$ cat src/rtl/x_bus_issuer_pkg.sv
// Shared widths and FSM state type for the X bus issuer.
package x_bus_issuer_pkg;

  localparam int unsigned TAG_W  = 9;
  localparam int unsigned DATA_W = 32;
  localparam int unsigned CNT_W  = 16;

  typedef enum logic [1:0] {
    StIdle,
    StIssue,
    StStall
  } state_e;

endpackage

$ cat src/rtl/xbi_fifo.sv
// Small synchronous FIFO feeding the X bus issuer.
// Ports:
//   clk, rst      - clock, asynchronous active-low reset
//   flush_i       - synchronous clear; overrides push and pop
//   push_i        - write wdata_i (caller guarantees not full)
//   pop_i         - drop head entry (caller guarantees not empty)
//   head_o        - current head entry
//   head_valid_o  - FIFO non-empty
//   count_o       - number of stored entries
module xbi_fifo #(
  parameter int unsigned Depth = 4,
  parameter int unsigned Width = 41,
  parameter int unsigned CntW  = $clog2(Depth) + 1
) (
  input  logic             clk,
  input  logic             rst,
  input  logic             flush_i,
  input  logic             push_i,
  input  logic             pop_i,
  input  logic [Width-1:0] wdata_i,
  output logic [Width-1:0] head_o,
  output logic             head_valid_o,
  output logic [CntW-1:0]  count_o
);

  localparam int unsigned PtrW = $clog2(Depth);

  logic [Width-1:0] mem_q [Depth];
  logic [PtrW-1:0]  wr_q, wr_d;
  logic [PtrW-1:0]  rd_q, rd_d;
  logic [CntW-1:0]  count_q, count_d;

  always_comb begin
    wr_d    = wr_q;
    rd_d    = rd_q;
    count_d = count_q;
    if (flush_i) begin
      wr_d    = '0;
      rd_d    = '0;
      count_d = '0;
    end else begin
      // Depth is a power of two, so pointers wrap naturally.
      if (push_i) wr_d = wr_q + PtrW'(1);
      if (pop_i)  rd_d = rd_q + PtrW'(1);
      count_d = count_q + CntW'(push_i) - CntW'(pop_i);
    end
  end

  always_ff @(posedge clk or negedge rst) begin
    if (!rst) begin
      wr_q    <= '0;
      rd_q    <= '0;
      count_q <= '0;
    end else begin
      wr_q    <= wr_d;
      rd_q    <= rd_d;
      count_q <= count_d;
    end
  end

  // Storage needs no reset; validity is tracked by count_q.
  always_ff @(posedge clk) begin
    if (push_i && !flush_i) mem_q[wr_q] <= wdata_i;
  end

  assign head_o       = mem_q[rd_q];
  assign head_valid_o = (count_q != '0);
  assign count_o      = count_q;

endmodule

$ cat src/rtl/x_bus_issuer.sv
// X bus issuer: queues tagged items and multicasts each one atomically to every
// column controller whose ID matches the tag. Items matching no column are dropped
// and counted; a head blocked for TIMEOUT cycles raises a sticky stall error.
// Ports:
//   clk, rst                       - clock, asynchronous active-low reset
//   in_valid/in_ready/in_tag/in_value - upstream push interface
//   col_id, col_ready              - per-column ID (9 bits each) and ready
//   bus_enable/bus_tag/bus_value   - bus transfer strobe and payload (0 when idle)
//   flush                          - synchronous clear of queued work and stall error
//   busy, stall_err, drop_cnt      - status
module x_bus_issuer
  import x_bus_issuer_pkg::*;
#(
  parameter int unsigned NCOL    = 12,
  parameter int unsigned DEPTH   = 4,
  parameter int unsigned TIMEOUT = 255
) (
  input  logic                  clk,
  input  logic                  rst,
  input  logic                  in_valid,
  output logic                  in_ready,
  input  logic [TAG_W-1:0]      in_tag,
  input  logic [DATA_W-1:0]     in_value,
  input  logic [NCOL*TAG_W-1:0] col_id,
  input  logic [NCOL-1:0]       col_ready,
  output logic                  bus_enable,
  output logic [TAG_W-1:0]      bus_tag,
  output logic [DATA_W-1:0]     bus_value,
  input  logic                  flush,
  output logic                  busy,
  output logic                  stall_err,
  output logic [CNT_W-1:0]      drop_cnt
);

  localparam int unsigned CntW  = $clog2(DEPTH) + 1;
  localparam int unsigned WaitW = $clog2(TIMEOUT + 1);
  localparam int unsigned EntW  = TAG_W + DATA_W;

  logic [EntW-1:0]   head;
  logic              head_valid;
  logic [CntW-1:0]   fifo_count;
  logic [TAG_W-1:0]  head_tag;
  logic [DATA_W-1:0] head_value;

  logic [NCOL-1:0] match;
  logic            any_match, all_ok;
  logic            fire, drop, blocked, push, pop, last_pop, reach_timeout;

  state_e           state_q, state_d;
  logic [WaitW-1:0] wait_cnt_q, wait_cnt_d;
  logic             stall_err_q, stall_err_d;
  logic [CNT_W-1:0] drop_cnt_q, drop_cnt_d;

  assign head_tag   = head[EntW-1:DATA_W];
  assign head_value = head[DATA_W-1:0];

  assign in_ready = (fifo_count < CntW'(DEPTH)) && !flush;
  assign push     = in_valid && in_ready;

  xbi_fifo #(
    .Depth (DEPTH),
    .Width (EntW),
    .CntW  (CntW)
  ) u_fifo (
    .clk          (clk),
    .rst          (rst),
    .flush_i      (flush),
    .push_i       (push),
    .pop_i        (pop),
    .wdata_i      ({in_tag, in_value}),
    .head_o       (head),
    .head_valid_o (head_valid),
    .count_o      (fifo_count)
  );

  // Live comparison against col_id so ID changes take effect immediately.
  always_comb begin
    match = '0;
    for (int unsigned i = 0; i < NCOL; i++) begin
      match[i] = (col_id[TAG_W*i +: TAG_W] == head_tag);
    end
  end

  assign any_match = |match;
  // Non-matching columns are don't-care for readiness.
  assign all_ok    = &(col_ready | ~match);

  assign fire     = head_valid && any_match && all_ok && !flush;
  assign drop     = head_valid && !any_match && !flush;
  assign blocked  = head_valid && any_match && !all_ok;
  assign pop      = fire || drop;
  assign last_pop = pop && !push && (fifo_count == CntW'(1));

  assign bus_enable = fire;
  assign bus_tag    = fire ? head_tag   : '0;
  assign bus_value  = fire ? head_value : '0;

  always_comb begin
    wait_cnt_d = '0;
    if (!flush && !pop && blocked) begin
      wait_cnt_d = (wait_cnt_q == WaitW'(TIMEOUT)) ? wait_cnt_q : wait_cnt_q + WaitW'(1);
    end
  end

  // Only a fresh arrival at TIMEOUT triggers the transition; STALL ignores it.
  assign reach_timeout = blocked && (wait_cnt_d == WaitW'(TIMEOUT));

  always_comb begin
    state_d     = state_q;
    stall_err_d = stall_err_q;
    drop_cnt_d  = drop_cnt_q;
    if (drop && (drop_cnt_q != {CNT_W{1'b1}})) drop_cnt_d = drop_cnt_q + CNT_W'(1);
    if (flush) begin
      state_d     = StIdle;
      stall_err_d = 1'b0;
    end else begin
      unique case (state_q)
        StIdle: begin
          // An item that pops in its first head cycle never leaves IDLE.
          if (head_valid && !last_pop) begin
            if (reach_timeout) begin
              state_d     = StStall;
              stall_err_d = 1'b1;
            end else begin
              state_d = StIssue;
            end
          end
        end
        StIssue: begin
          if (reach_timeout) begin
            state_d     = StStall;
            stall_err_d = 1'b1;
          end else if (last_pop) begin
            state_d = StIdle;
          end
        end
        StStall: begin
          if (pop) state_d = last_pop ? StIdle : StIssue;
        end
        default: state_d = StIdle;
      endcase
    end
  end

  always_ff @(posedge clk or negedge rst) begin
    if (!rst) begin
      state_q     <= StIdle;
      wait_cnt_q  <= '0;
      stall_err_q <= 1'b0;
      drop_cnt_q  <= '0;
    end else begin
      state_q     <= state_d;
      wait_cnt_q  <= wait_cnt_d;
      stall_err_q <= stall_err_d;
      drop_cnt_q  <= drop_cnt_d;
    end
  end

  assign busy      = (state_q != StIdle);
  assign stall_err = stall_err_q;
  assign drop_cnt  = drop_cnt_q;

endmodule

$ cat config.mk
export PLATFORM = sky130hd
export DESIGN_NAME = x_bus_issuer
export DESIGN_NICKNAME = d
export VERILOG_FILES = /design/src/rtl/x_bus_issuer_pkg.sv /design/src/rtl/xbi_fifo.sv /design/src/rtl/x_bus_issuer.sv
export SDC_FILE = /design/constraint.sdc
export NUM_CORES = 1
export LEC_CHECK = 0
export ABC_CLOCK_PERIOD_IN_PS = 12750
export CAP_MARGIN = 15
export CORE_ASPECT_RATIO = 1.1
export CORE_MARGIN = 2
export CORE_UTILIZATION = 45
export DETAILED_ROUTE_END_ITERATION = 10
export PLACE_DENSITY = 0.71
export SLEW_MARGIN = 20
export SYNTH_ARGS = -nofsm -noshare
export SYNTH_HDL_FRONTEND = slang
export SYNTH_HIERARCHICAL = 1
export SYNTH_SLANG_ARGS = --single-unit
$ cat constraint.sdc
create_clock -name clk -period 12.75 [get_ports clk]
set_clock_uncertainty 0.05 [all_clocks]
set_input_delay 2.55 -clock clk [delete_from_list [all_inputs] [get_ports clk]]
set_output_delay 2.55 -clock clk [all_outputs]
set_load 0.1 [all_outputs]
-- Yosys cells after proc, flatten, opt, wreduce, memory -nomap -nowiden
Memory sizes are Yosys's and may differ from the RTL's.
Cells that the tools add are included.
Widths: inputs -> output; s select.
- $add $sub $neg: 6
- order comparisons: 1
- eq/ne operators: 21
- mux-type cells: 23
- bitwise operators: 2
- reduce and logical (&&, ||, !) cells: 33
- operator list (operator ; count):
    $eq 9x9->1 ; 12
    $mux 32 ; 1
    $mux 2 ; 10
    $add 16x1->16 const B ; 1
    $eq 8x8->1 const B ; 2
    $logic_and 1x1->1 ; 16
    $mux 8 ; 2
    $ne 16x16->1 const B ; 1
    $not 12->12 ; 1
    $or 12x12->12 ; 1
    $reduce_and 12->1 ; 1
    $reduce_or 12->1 ; 1
    $mux 9 ; 1
    $add 8x1->8 const B ; 1
    $logic_not 1->1 ; 6
    $mux 1 ; 6
    $ne 3x3->1 const B ; 2
    $pmux 2 s3 ; 1
    $reduce_bool 2->1 ; 3
    $reduce_bool 3->1 ; 2
    $add 2x1->2 const B ; 2
    $ne 4x4->1 const B ; 1
    $add 3x1->3 ; 1
    $eq 3x1->1 const B ; 1
    other kinds (10) ; 10
- register bits: 34
- bits in writable memories: 164
- input port bits: 165
- output and inout port bits: 61
- logic and storage cells: 94
- memories: 1
- memories (name ; words ; width ; read ports ; clocked after Yosys merged registers in ; wr ports ; line ; RTL):
    u_fifo.mem_q ; 4 ; 41 ; 1 ; 0 ; 1 ; xbi_fifo.sv:28 ; logic [Width-1:0] mem_q [Depth];

-- Depth between registers and ports, before layout
Gate-level depths: netlist (run 1).
An unclocked memory read counts as a cell.
- depth in word-level cells: 18
- mapped depth: 19

-- By module
The synthesis (run 1) kept the hierarchy.
- by module, submodules not included (module ; instances ; cells each ; area each (µm²) ; sequential area each (µm²)):
    xbi_fifo ; 1 ; 253 ; 6402.4 ; 5099.9
    x_bus_issuer ; 1 ; 380 ; 3305.7 ; 675.6

-- Worst setup path before layout (run 1)
No wires, ideal clock.
- kind: input to output
- start point: input col_id[33]
- end point: output bus_tag[0]
- arrival time: 4.585 ns
- setup slack: 5.565 ns
- stages: 7
- path buffers: 1
- cells stage by stage: xnor2_1 nand3_1 or3_1 and4_1 a31oi_4 buf_2 and3_1
- cells in the longest elaborated chain, start to end: 7
- ends and longest elaborated chain (item ; line ; RTL):
    from (decl) ; x_bus_issuer.sv:24 ; input logic [NCOL*TAG_W-1:0] col_id,
    $eq 9x9->1 * ; x_bus_issuer.sv:80 ; match[i] = (col_id[TAG_W*i +: TAG_W] == head_tag);
    $not 12->12 ; x_bus_issuer.sv:86 ; assign all_ok = &(col_ready | ~match);
    $or 12x12->12 ; x_bus_issuer.sv:86 ;
    $reduce_and 12->1 ; x_bus_issuer.sv:86 ;
    $logic_and 1x1->1 * (2 in series) ; x_bus_issuer.sv:88 ; assign fire = head_valid && any_match && all_ok && !flush;
    $mux 9 * ; x_bus_issuer.sv:95 ; assign bus_tag = fire ? head_tag : '0;
    to (decl) ; x_bus_issuer.sv:27 ; output logic [TAG_W-1:0] bus_tag,
Mark *: on every way between the ends. The rest lies on a longest branch, timed or not.

-- Worst setup path in the final report (run 1)
- start point: input col_id[3]
- end point: output bus_value[14]
- cells in the longest elaborated chain, start to end: 7
- ends and longest elaborated chain (item ; line ; RTL):
    $eq 9x9->1 * ; x_bus_issuer.sv:80 ;
    $not 12->12 ; x_bus_issuer.sv:86 ;
    $or 12x12->12 ; x_bus_issuer.sv:86 ;
    $reduce_and 12->1 ; x_bus_issuer.sv:86 ;
    $logic_and 1x1->1 * (2 in series) ; x_bus_issuer.sv:88 ;
    $mux 32 * ; x_bus_issuer.sv:96 ; assign bus_value = fire ? head_value : '0;
    to (decl) ; x_bus_issuer.sv:28 ; output logic [DATA_W-1:0] bus_value,
Marked as above.

==> results.yml, run 1 <==
outcome:
  status: "finished, final reports clean"
critical_path:
  crit_chain: "clkdlybuf4s50_1 > xor2_1 > nor4_1 > nand3_1 > and4_1 > a31oi_4 > buf_4 > and3_1 > clkdlybuf4s50_1"
  critPathCaptureType: "output pin"
  crit_required_ns: 10.15
  rrSetupSlack_ns: 7.14
  crit_path_max_fanout: 41
  crit_path_max_incr_delay_ns: 1.14
  crit_end: "bus_value[14]"
  start_kind: "input pin"
  ff2ff_path_depth: 16
  r2r_start: "u_fifo/rd_q[0]"
  crit_top_cell: "clkdlybuf4s50_1"
  crit_slowest_cell: "clkdlybuf4s50_1"
  crit_arrival_ns: 6.31
  rr_endpoint: "u_fifo/count_o[2]"
  setup.worst_path.start: "col_id[3]"
  critPathKind: "input pin to output pin"
global_routing:
  antenna_found_initial: 2
  grt_pass1_vias: 6399
  grt.total_usage_pct: 21.3
  grt_pass1_wl_um: 35700
  grt_start_max_net_pins: 45
  grt.overflow.total: 0
hold_path:
  hold_path_class: "flop to flop"
floorplan:
  dieWidth_um: 144
  die_area_mm2: 0.0228
  initial_core_util_pct: 45.7
  rows: 56
  die_h_um: 158
  ios: 226
  core-area_mm2: 0.0212
sta:
  maxSlewHeadroom_pct: 27.2
  fin_crit_ns: 8.91
  fmax_ghz: 0.112
  slew_viol_final: 0
  hold_viol: 0
  fin_ws_ns: 3.84
  post-route-period-util_pct: 69.9
  tns_ns: 0
  holdWs_ns: 0.448
  final-setup-viol-count: 0
  rsz0062_at_grt: "no"
  worst_pin_slew_ns: 1.09
clock_network:
  cts-buffers-inserted: 17
  cts-root-buf: "clkbuf_16"
  cts_sinks: 198
  cts_hold_buffers: 0
  insertion_delay_ns: 0.42
  cts_setup_buffers: 0
  h-tree-depth: 4
  clock_path_buffers: 2
  cts_tree: "yes"
  cts.repair.resized: 0
  clkSlewWorstSetupHoldPaths_ns: 0.07
finish:
  antenna_cells: 0
  drive_gt1_share_pct: 11.2
  layout_commonest_cell: "clkdlybuf4s50_1"
  nNetsFinal: 1017
  final_cell_mix: "clkdlybuf4s50_1 (225), edfxtp_1 (164), xor2_1 (72)"
  area_growth_pct: 29.9
placed_design:
  pre_cts_slack_ns: 3.88
  io_buffers: 225
  globalplace.congestion: 0.807
  dp_hpwl_um: 16200
power:
  pwr-share-comb_pct: 32.8
  p_leak_nw: 4.46
  vdd_drop_max_uv: 109
  power.density_mw_per_mm2: 151
  p_clk_share_pct: 27.3
  swShare_pct: 33.4
  switching_power_mw: 0.636
  internal_power_mw: 1.27
  p_seq_share_pct: 39.9
logic_synthesis:
  ys.flop_type: "edfxtp_1"
  syn_inst: 633
  ys_types: 59
  synth-seq-area-share_pct: 59.5
  netlist_top_cells_area: "edfxtp_1 (51%), dfrtp_1 (8.8%), mux4_2 (8.6%), xor2_1 (6.5%), xnor2_1 (5.0%)"
  yosys.area.top_type: "edfxtp_1"
  synthesis.area_mm2: 0.00971
  avgSynthCellArea_um2: 15.3
  synth_top_area_share_pct: 50.7
  yosysWarningCount: 6
  synth_edf_count: 164
  async_flop_share_pct: 17.2
  ys_ff_latch: 198
  syn_nets: 807
detailed_routing:
  via_per_inst: 5.30
  totalWireLength_um: 23700
  via_count: 6072
  drt_iter0_drc: 237
  dr.pass1.iters: 4
  drc: 0
  ant_nets: 0
  routedWlPerCell_um: 20.7
flow_run:
  cap_viol_max_count: 0
==> cell families (layout without fill, tap and decap cells) <==
| kind of cell | count (synthesis) | after routing | share of synthesized area [%] |
|---|---|---|---|
| compound gates | 21 | 21 | 1.86 |
| xor+xnor | 130 | 130 | 12.0 |
| fa+ha+maj | 9 | 9 | 1.24 |
| buf+inv | 48 | 271 | 4.01 |
| flops | 198 | 198 | 59.5 |
| mux | 46 | 46 | 10.2 |
| simple gates | 181 | 181 | 11.2 |
==> state kept, by name (all words and copies together) (netlist names) <==
signal          count
stall_err           1
u_fifo/rd_q         2
drop_cnt           16
wait_cnt_q          8
u_fifo/count_o      3
state_q             2
u_fifo/mem_q      164
u_fifo/wr_q         2
==> how the worst min path moves through the flow <==
stage / startpoint / end / slack, ns / cells past startpoint
2_1_floorplan: state_q[1] / state_q[1] / 0.45 / 1
3_3_place_gp: stall_err / stall_err / 0.43 / 2
3_5_place_dp: drop_cnt[15] / drop_cnt[15] / 0.44 / 1
4_1_cts: drop_cnt[15] / drop_cnt[15] / 0.45 / 1
5_1_grt: drop_cnt[14] / drop_cnt[14] / 0.48 / 1
6_report: drop_cnt[15] / drop_cnt[15] / 0.45 / 1
==> worst max-delay path, delay by kind of cell <==
family	cells	cell delay [ns]
xor gates and xnor gates	1	0.18
and+or+nand+nor	4	1.29
AOI/OAI and AO/OA	1	0.22
buffers and inverters	3	2.03
==> per-layer routing <==
| layer | part of all wire (%) | vias to the layer above | track usage, % | wire length, um |
|---|---|---|---|---|
| li1 | - | 2797 | - | - |
| met1 | 40 | 3000 | 25.7 | 9510 |
| met2 | 50 | 240 | 37.6 | 11900 |
| met3 | 7.8 | 33 | 5.29 | 1850 |
| met4 | 1.9 | 2 | 6.40 | 456 |
| met5 | 0.055 | - | 0 | 13 |
==> power by group through the flow <==
| stage | sequential (mW) | clock [mW] | combinational (mW) |
|---|---|---|---|
| finish | 0.760 | 0.520 | 0.624 |
| global route | 0.764 | 0.562 | 0.673 |
| CTS | 0.760 | 0.532 | 0.633 |
| detailed placement | 0.774 | 0 | 0.630 |
| global placement | 0.772 | 0 | 0.621 |
| floorplan | 0.830 | 0 | 0.445 |
==> synth_stat cells (2+ instances only) <==
master and instances:
buf_2 13, a211oi_2 2, buf_12 4, nor3_1 16
ha_1 8, and3_1 49, nor3b_1 2, or2_2 2
xnor2_2 2, a31oi_1 2, nand4_1 10, o21ai_0 2
xor2_1 72, nor2b_1 5, clkbuf_1 5, dfrtp_1 34
a21oi_1 3, or3_1 4, nand3_1 20, nand4b_1 3
nor3_2 2, nand2_1 10, buf_6 15, and2_1 6
mux4_1 4, inv_1 9, nor4_2 2, and4_1 2
nor2_1 25, xnor2_1 55, nand2b_1 6, edfxtp_1 164
mux4_2 37, nor4_1 10, mux2i_1 4
==> per-stage QoR <==
stage                     area (um^2)  total power [mW]  cells  utilization [%]
final                           12600              1.90   1146             59.4
after global placement          12000              1.39   1114             56.6
after global routing            12600              2.00   1146             59.4
after floorplan                  9710              1.27    633                -
after CTS                       12600              1.93   1146             59.4
after detailed placement        12000              1.40   1114             56.6
==> cell type report <==
cell class              count  area (um^2)
flip-flops and latches    198         5780
clock buffers              17          425
inverters                   9         33.8
fillers                  1663         8620
well taps                 290          363
repair buffers            230         2290
multi-input cells         387         3550
clock inverters            15          168
(Power assumes the default switching activity.)
==> run 2: changes to the inputs <==
Settings changed: ABC_CLOCK_PERIOD_IN_PS 12750 to 9000.
Clock period 12.75 ns to 9 ns, I/O delays scaled along.
==> results.yml, run 2 (synthesis results as in run 1) <==
sta:
  fin_crit_ns: 7.43
  hold_viol: 0
  holdWs_ns: 0.453
  fin_ws_ns: 1.57
  post-route-period-util_pct: 82.6
  tns_ns: 0
  maxSlewHeadroom_pct: 31.9
  fmax_ghz: 0.135
  slew_viol_final: 0
  rsz0062_at_grt: "no"
  final-setup-viol-count: 0
  worst_pin_slew_ns: 1.02
clock_network:
  clock_path_buffers: 2
  cts_tree: "yes"
  cts-root-buf: "clkbuf_16"
  insertion_delay_ns: 0.42
  cts_hold_buffers: 0
  clkSlewWorstSetupHoldPaths_ns: 0.07
  h-tree-depth: 4
  cts_setup_buffers: 0
  cts.repair.resized: 0
  cts-buffers-inserted: 17
  cts_sinks: 198
global_routing:
  grt.overflow.total: 0
  grt_pass1_vias: 6501
  grt_pass1_wl_um: 35800
  grt_start_max_net_pins: 45
  grt.total_usage_pct: 21.3
  antenna_found_initial: 3
critical_path:
  crit_top_cell: "clkdlybuf4s50_1"
  crit_slowest_cell: "clkdlybuf4s50_1"
  crit_chain: "clkdlybuf4s50_1 > xor2_1 > nor4_1 > nand3_1 > and4_1 > a31oi_4 > buf_4 > and3_1 > clkdlybuf4s50_1"
  path_buf_inv: 3
  start_kind: "input pin"
  critPathKind: "input pin to output pin"
  crit_path_max_fanout: 41
  crit_path_max_incr_delay_ns: 1.14
  crit_arrival_ns: 5.58
  path_depth: 9
  ff2ff_path_depth: 15
  crit_required_ns: 7.15
  rrSetupSlack_ns: 3.76
  critPathCaptureType: "output pin"
  r2r_start: "u_fifo/rd_q[0]"
  rr_endpoint: "u_fifo/count_o[2]"
  critPathTopFamily: "buffers and inverters"
flow_run:
  cap_viol_max_count: 0
detailed_routing:
  drt_iter0_drc: 283
  via_per_inst: 5.23
  drc: 0
  totalWireLength_um: 23600
  via_count: 6000
  ant_nets: 0
  dr.pass1.iters: 5
  routedWlPerCell_um: 20.5
hold_path:
  worstHoldStart: "drop_cnt[15]"
  hold_path_class: "flop to flop"
  hold_depth: 1
  holdPathEnd: "drop_cnt[15]"
power:
  vdd_drop_max_uv: 140
  switching_power_mw: 0.890
  swShare_pct: 33.2
  p_clk_share_pct: 26.9
  power.density_mw_per_mm2: 213
  p_seq_share_pct: 40.2
  internal_power_mw: 1.79
  total_power_mw: 2.68
  pwr-share-comb_pct: 32.9
  p_leak_nw: 4.46
placed_design:
  globalplace.congestion: 0.774
  dpl-instance-area_mm2: 0.0120
  io_buffers: 225
  dp_hpwl_um: 16400
  pre_cts_slack_ns: 1.65
  dp_cells: 1114
finish:
  final_area_mm2: 0.0126
  largest_reg_flops: 164
  layout_commonest_cell: "clkdlybuf4s50_1"
  area_growth_pct: 29.6
  fin_cells: 1147
  fin_util_pct: 59.3
  final_cell_mix: "clkdlybuf4s50_1 (224), edfxtp_1 (164), xor2_1 (72)"
  drive_gt1_share_pct: 11.0
  nNetsFinal: 1017
  largest-register: "u_fifo/mem_q"
outcome:
  status: "finished, final reports clean"
floorplan:
  ios: 226
  core-area_mm2: 0.0212
  rows: 56
  die_area_mm2: 0.0228
  die_h_um: 158
  initial_core_util_pct: 45.7
  dieWidth_um: 144
## run 2: changes by cell type in the layout (fill, tap and decap cells not counted), moves of 2 or more
cell        change
clkinv_8        -2
inv_6           +5
clkinv_4        -2
clkinv_1        +2
clkinvlp_4      -2
## run 2: worst reg2reg max path, cell delays in order, from the launching register on
cell	delay (ns)
dfrtp_2	0.59
mux4_1	1.01
xor2_1	0.28
nor4_1	0.67
nand4b_1	0.19
o2111a_1	0.17
and4bb_1	0.27
buf_4	0.29
and3b_1	0.37
ha_1	0.31
inv_1	0.05
ha_1	0.13
inv_1	0.06
fa_1	0.41
xnor3_1	0.22
nor2_1	0.04
## run 2: worst max path at each step
stage | from | endpoint
after global placement | col_id[3] | bus_value[14]
final | col_id[3] | bus_value[0]
after detailed placement | col_id[3] | bus_value[0]
after CTS | col_id[3] | bus_value[0]
after global routing | u_fifo/rd_q[1] | bus_value[0]
after floorplan | col_id[33] | bus_tag[0]
## run 2: area by class of cell
type,instances,area [um^2]
tap,290,363
sequential,198,5780
inverter,9,33.8
clock buffer,18,429
multi-input combinational,387,3550
clock inverter,14,138
antenna,1,2.50
fill,1654,8650
timing repair buffer,230,2290
## run 2: metal layers
metal,vias up,part of all wire [%],GRT usage [%]
li1,2799,-,-
met1,2938,39,24.7
met2,242,52,39.0
met3,19,8.2,5.69
met4,2,1.1,5.65
met5,-,0.055,0
## run 2: power groups by stage
stage | Clock [mW] | Combinational (mW) | Sequential, mW
after CTS | 0.740 | 0.899 | 1.08
after global routing | 0.777 | 0.950 | 1.09
after detailed placement | 0 | 0.893 | 1.10
final | 0.722 | 0.882 | 1.08
after global placement | 0 | 0.881 | 1.10
after floorplan | 0 | 0.630 | 1.18
==> run 3: changes to the inputs <==
Settings changed: ABC_CLOCK_PERIOD_IN_PS 9000 to 6000, PLACE_DENSITY 0.71 to 0.74.
Clock period 9 ns to 6 ns, I/O delays scaled along.
==> results.yml, run 3 (synthesis results as in run 1) <==
outcome:
  status: "finished, final reports clean"
clock_network:
  cts_tree: "yes"
  cts.repair.resized: 0
  cts_setup_buffers: 0
  cts_sinks: 198
  insertion_delay_ns: 0.43
  h-tree-depth: 4
  cts-buffers-inserted: 17
  cts-root-buf: "clkbuf_16"
  clkSlewWorstSetupHoldPaths_ns: 0.08
  cts_hold_buffers: 0
  clock_path_buffers: 2
sta:
  tns_ns: 0
  maxSlewHeadroom_pct: 32.8
  fin_crit_ns: 5.62
  fmax_ghz: 0.178
  fin_ws_ns: 0.384
  slew_viol_final: 0
  hold_viol: 0
  worst_pin_slew_ns: 1.01
  post-route-period-util_pct: 93.6
  rsz0062_at_grt: "no"
  final-setup-viol-count: 0
detailed_routing:
  drc: 0
  via_count: 6019
  ant_nets: 0
  routedWlPerCell_um: 19.9
  totalWireLength_um: 22900
  dr.pass1.iters: 6
  drt_iter0_drc: 258
  via_per_inst: 5.22
finish:
  final_cell_mix: "clkdlybuf4s50_1 (183), edfxtp_1 (164), xor2_1 (72)"
  nNetsFinal: 1021
  drive_gt1_share_pct: 16.6
  fin_cells: 1152
  largest-register: "u_fifo/mem_q"
  fin_util_pct: 61.6
  area_growth_pct: 34.7
  largest_reg_flops: 164
  layout_commonest_cell: "clkdlybuf4s50_1"
  final_area_mm2: 0.0131
critical_path:
  crit_arrival_ns: 4.37
  ff2ff_path_depth: 14
  critPathKind: "flop to output pin"
  crit_required_ns: 4.75
  crit_path_max_fanout: 44
  critPathCaptureType: "output pin"
  start_kind: "flop"
placed_design:
  dpl-instance-area_mm2: 0.0125
  globalplace.congestion: 0.810
  dp_cells: 1118
  dp_hpwl_um: 16100
  pre_cts_slack_ns: 0.760
  io_buffers: 225
power:
  p_seq_share_pct: 39.9
  pwr-share-comb_pct: 32.5
  vdd_drop_max_uv: 210
  p_leak_nw: 4.69
  internal_power_mw: 2.69
  swShare_pct: 34.0
  power.density_mw_per_mm2: 311
  switching_power_mw: 1.38
  p_clk_share_pct: 27.6
hold_path:
  hold_path_class: "flop to flop"
  hold_depth: 1
flow_run:
  cap_viol_max_count: 0
floorplan:
  core-area_mm2: 0.0212
  initial_core_util_pct: 45.7
  rows: 56
  die_area_mm2: 0.0228
  die_h_um: 158
  dieWidth_um: 144
  ios: 226
global_routing:
  grt_pass1_wl_um: 34400
  grt.overflow.total: 0
  grt_pass1_vias: 6258
  grt.total_usage_pct: 20.5
  antenna_found_initial: 1
  grt_start_max_net_pins: 48
-- run 3: through the flow --
stage                     power [mW]  hold WS, ns
after global placement          3.00        0.423
after CTS                       4.12        0.438
final                           4.07        0.440
after floorplan                 2.71        0.448
after global routing            4.27        0.464
after detailed placement        2.99        0.427
-- run 3: critical path: stages (launching register included) --
cell and delay, ns:
dfrtp_2 0.78, mux4_1 0.76, xor2_1 0.28, nor4_1 0.61
nand3_1 0.15, and4_1 0.28, a31oi_4 0.14, buf_4 0.42
and3_1 0.29, buf_12 0.19
-- run 3: worst paths after layout --
check,start,end,slack (ns)
min in group asynchronous,rst,drop_cnt[13],1.12
worst max register to register,u_fifo/rd_q[1],u_fifo/count_o[2],0.88
worst min register to register,drop_cnt[11],drop_cnt[11],0.44
worst min-delay path,drop_cnt[11],drop_cnt[11],0.44
max in group asynchronous,rst,u_fifo/rd_q[0],4.42
worst max-delay path,u_fifo/rd_q[1],bus_value[6],0.38
-- run 3: power groups by stage --
stage	logic (mW)	registers, mW	clock network (mW)
floorplan	0.945	1.76	0
global placement	1.34	1.66	0
detailed placement	1.34	1.66	0
CTS	1.34	1.63	1.15
global route	1.42	1.64	1.21
finish	1.32	1.63	1.12
-- run 3: final cells by class --
| type | instances | area, um^2 |
|---|---|---|
| Fill cell | 1625 | 8160 |
| Inverter | 9 | 33.8 |
| Multi-Input combinational cell | 387 | 3550 |
| Clock inverter | 15 | 179 |
| Timing Repair Buffer | 234 | 2740 |
| Tap cell | 290 | 363 |
| Antenna cell | 2 | 5.00 |
| Sequential cell | 198 | 5780 |
| Clock buffer | 17 | 425 |
-- run 3: metal layers --
metal | global-route usage (%) | up-vias | routed length [um]
met5 | 0 | - | 0
li1 | - | 2820 | -
met2 | 35.8 | 218 | 11400
met3 | 6.53 | 35 | 2050
met1 | 24.1 | 2946 | 9040
met4 | 6.82 | 0 | 486
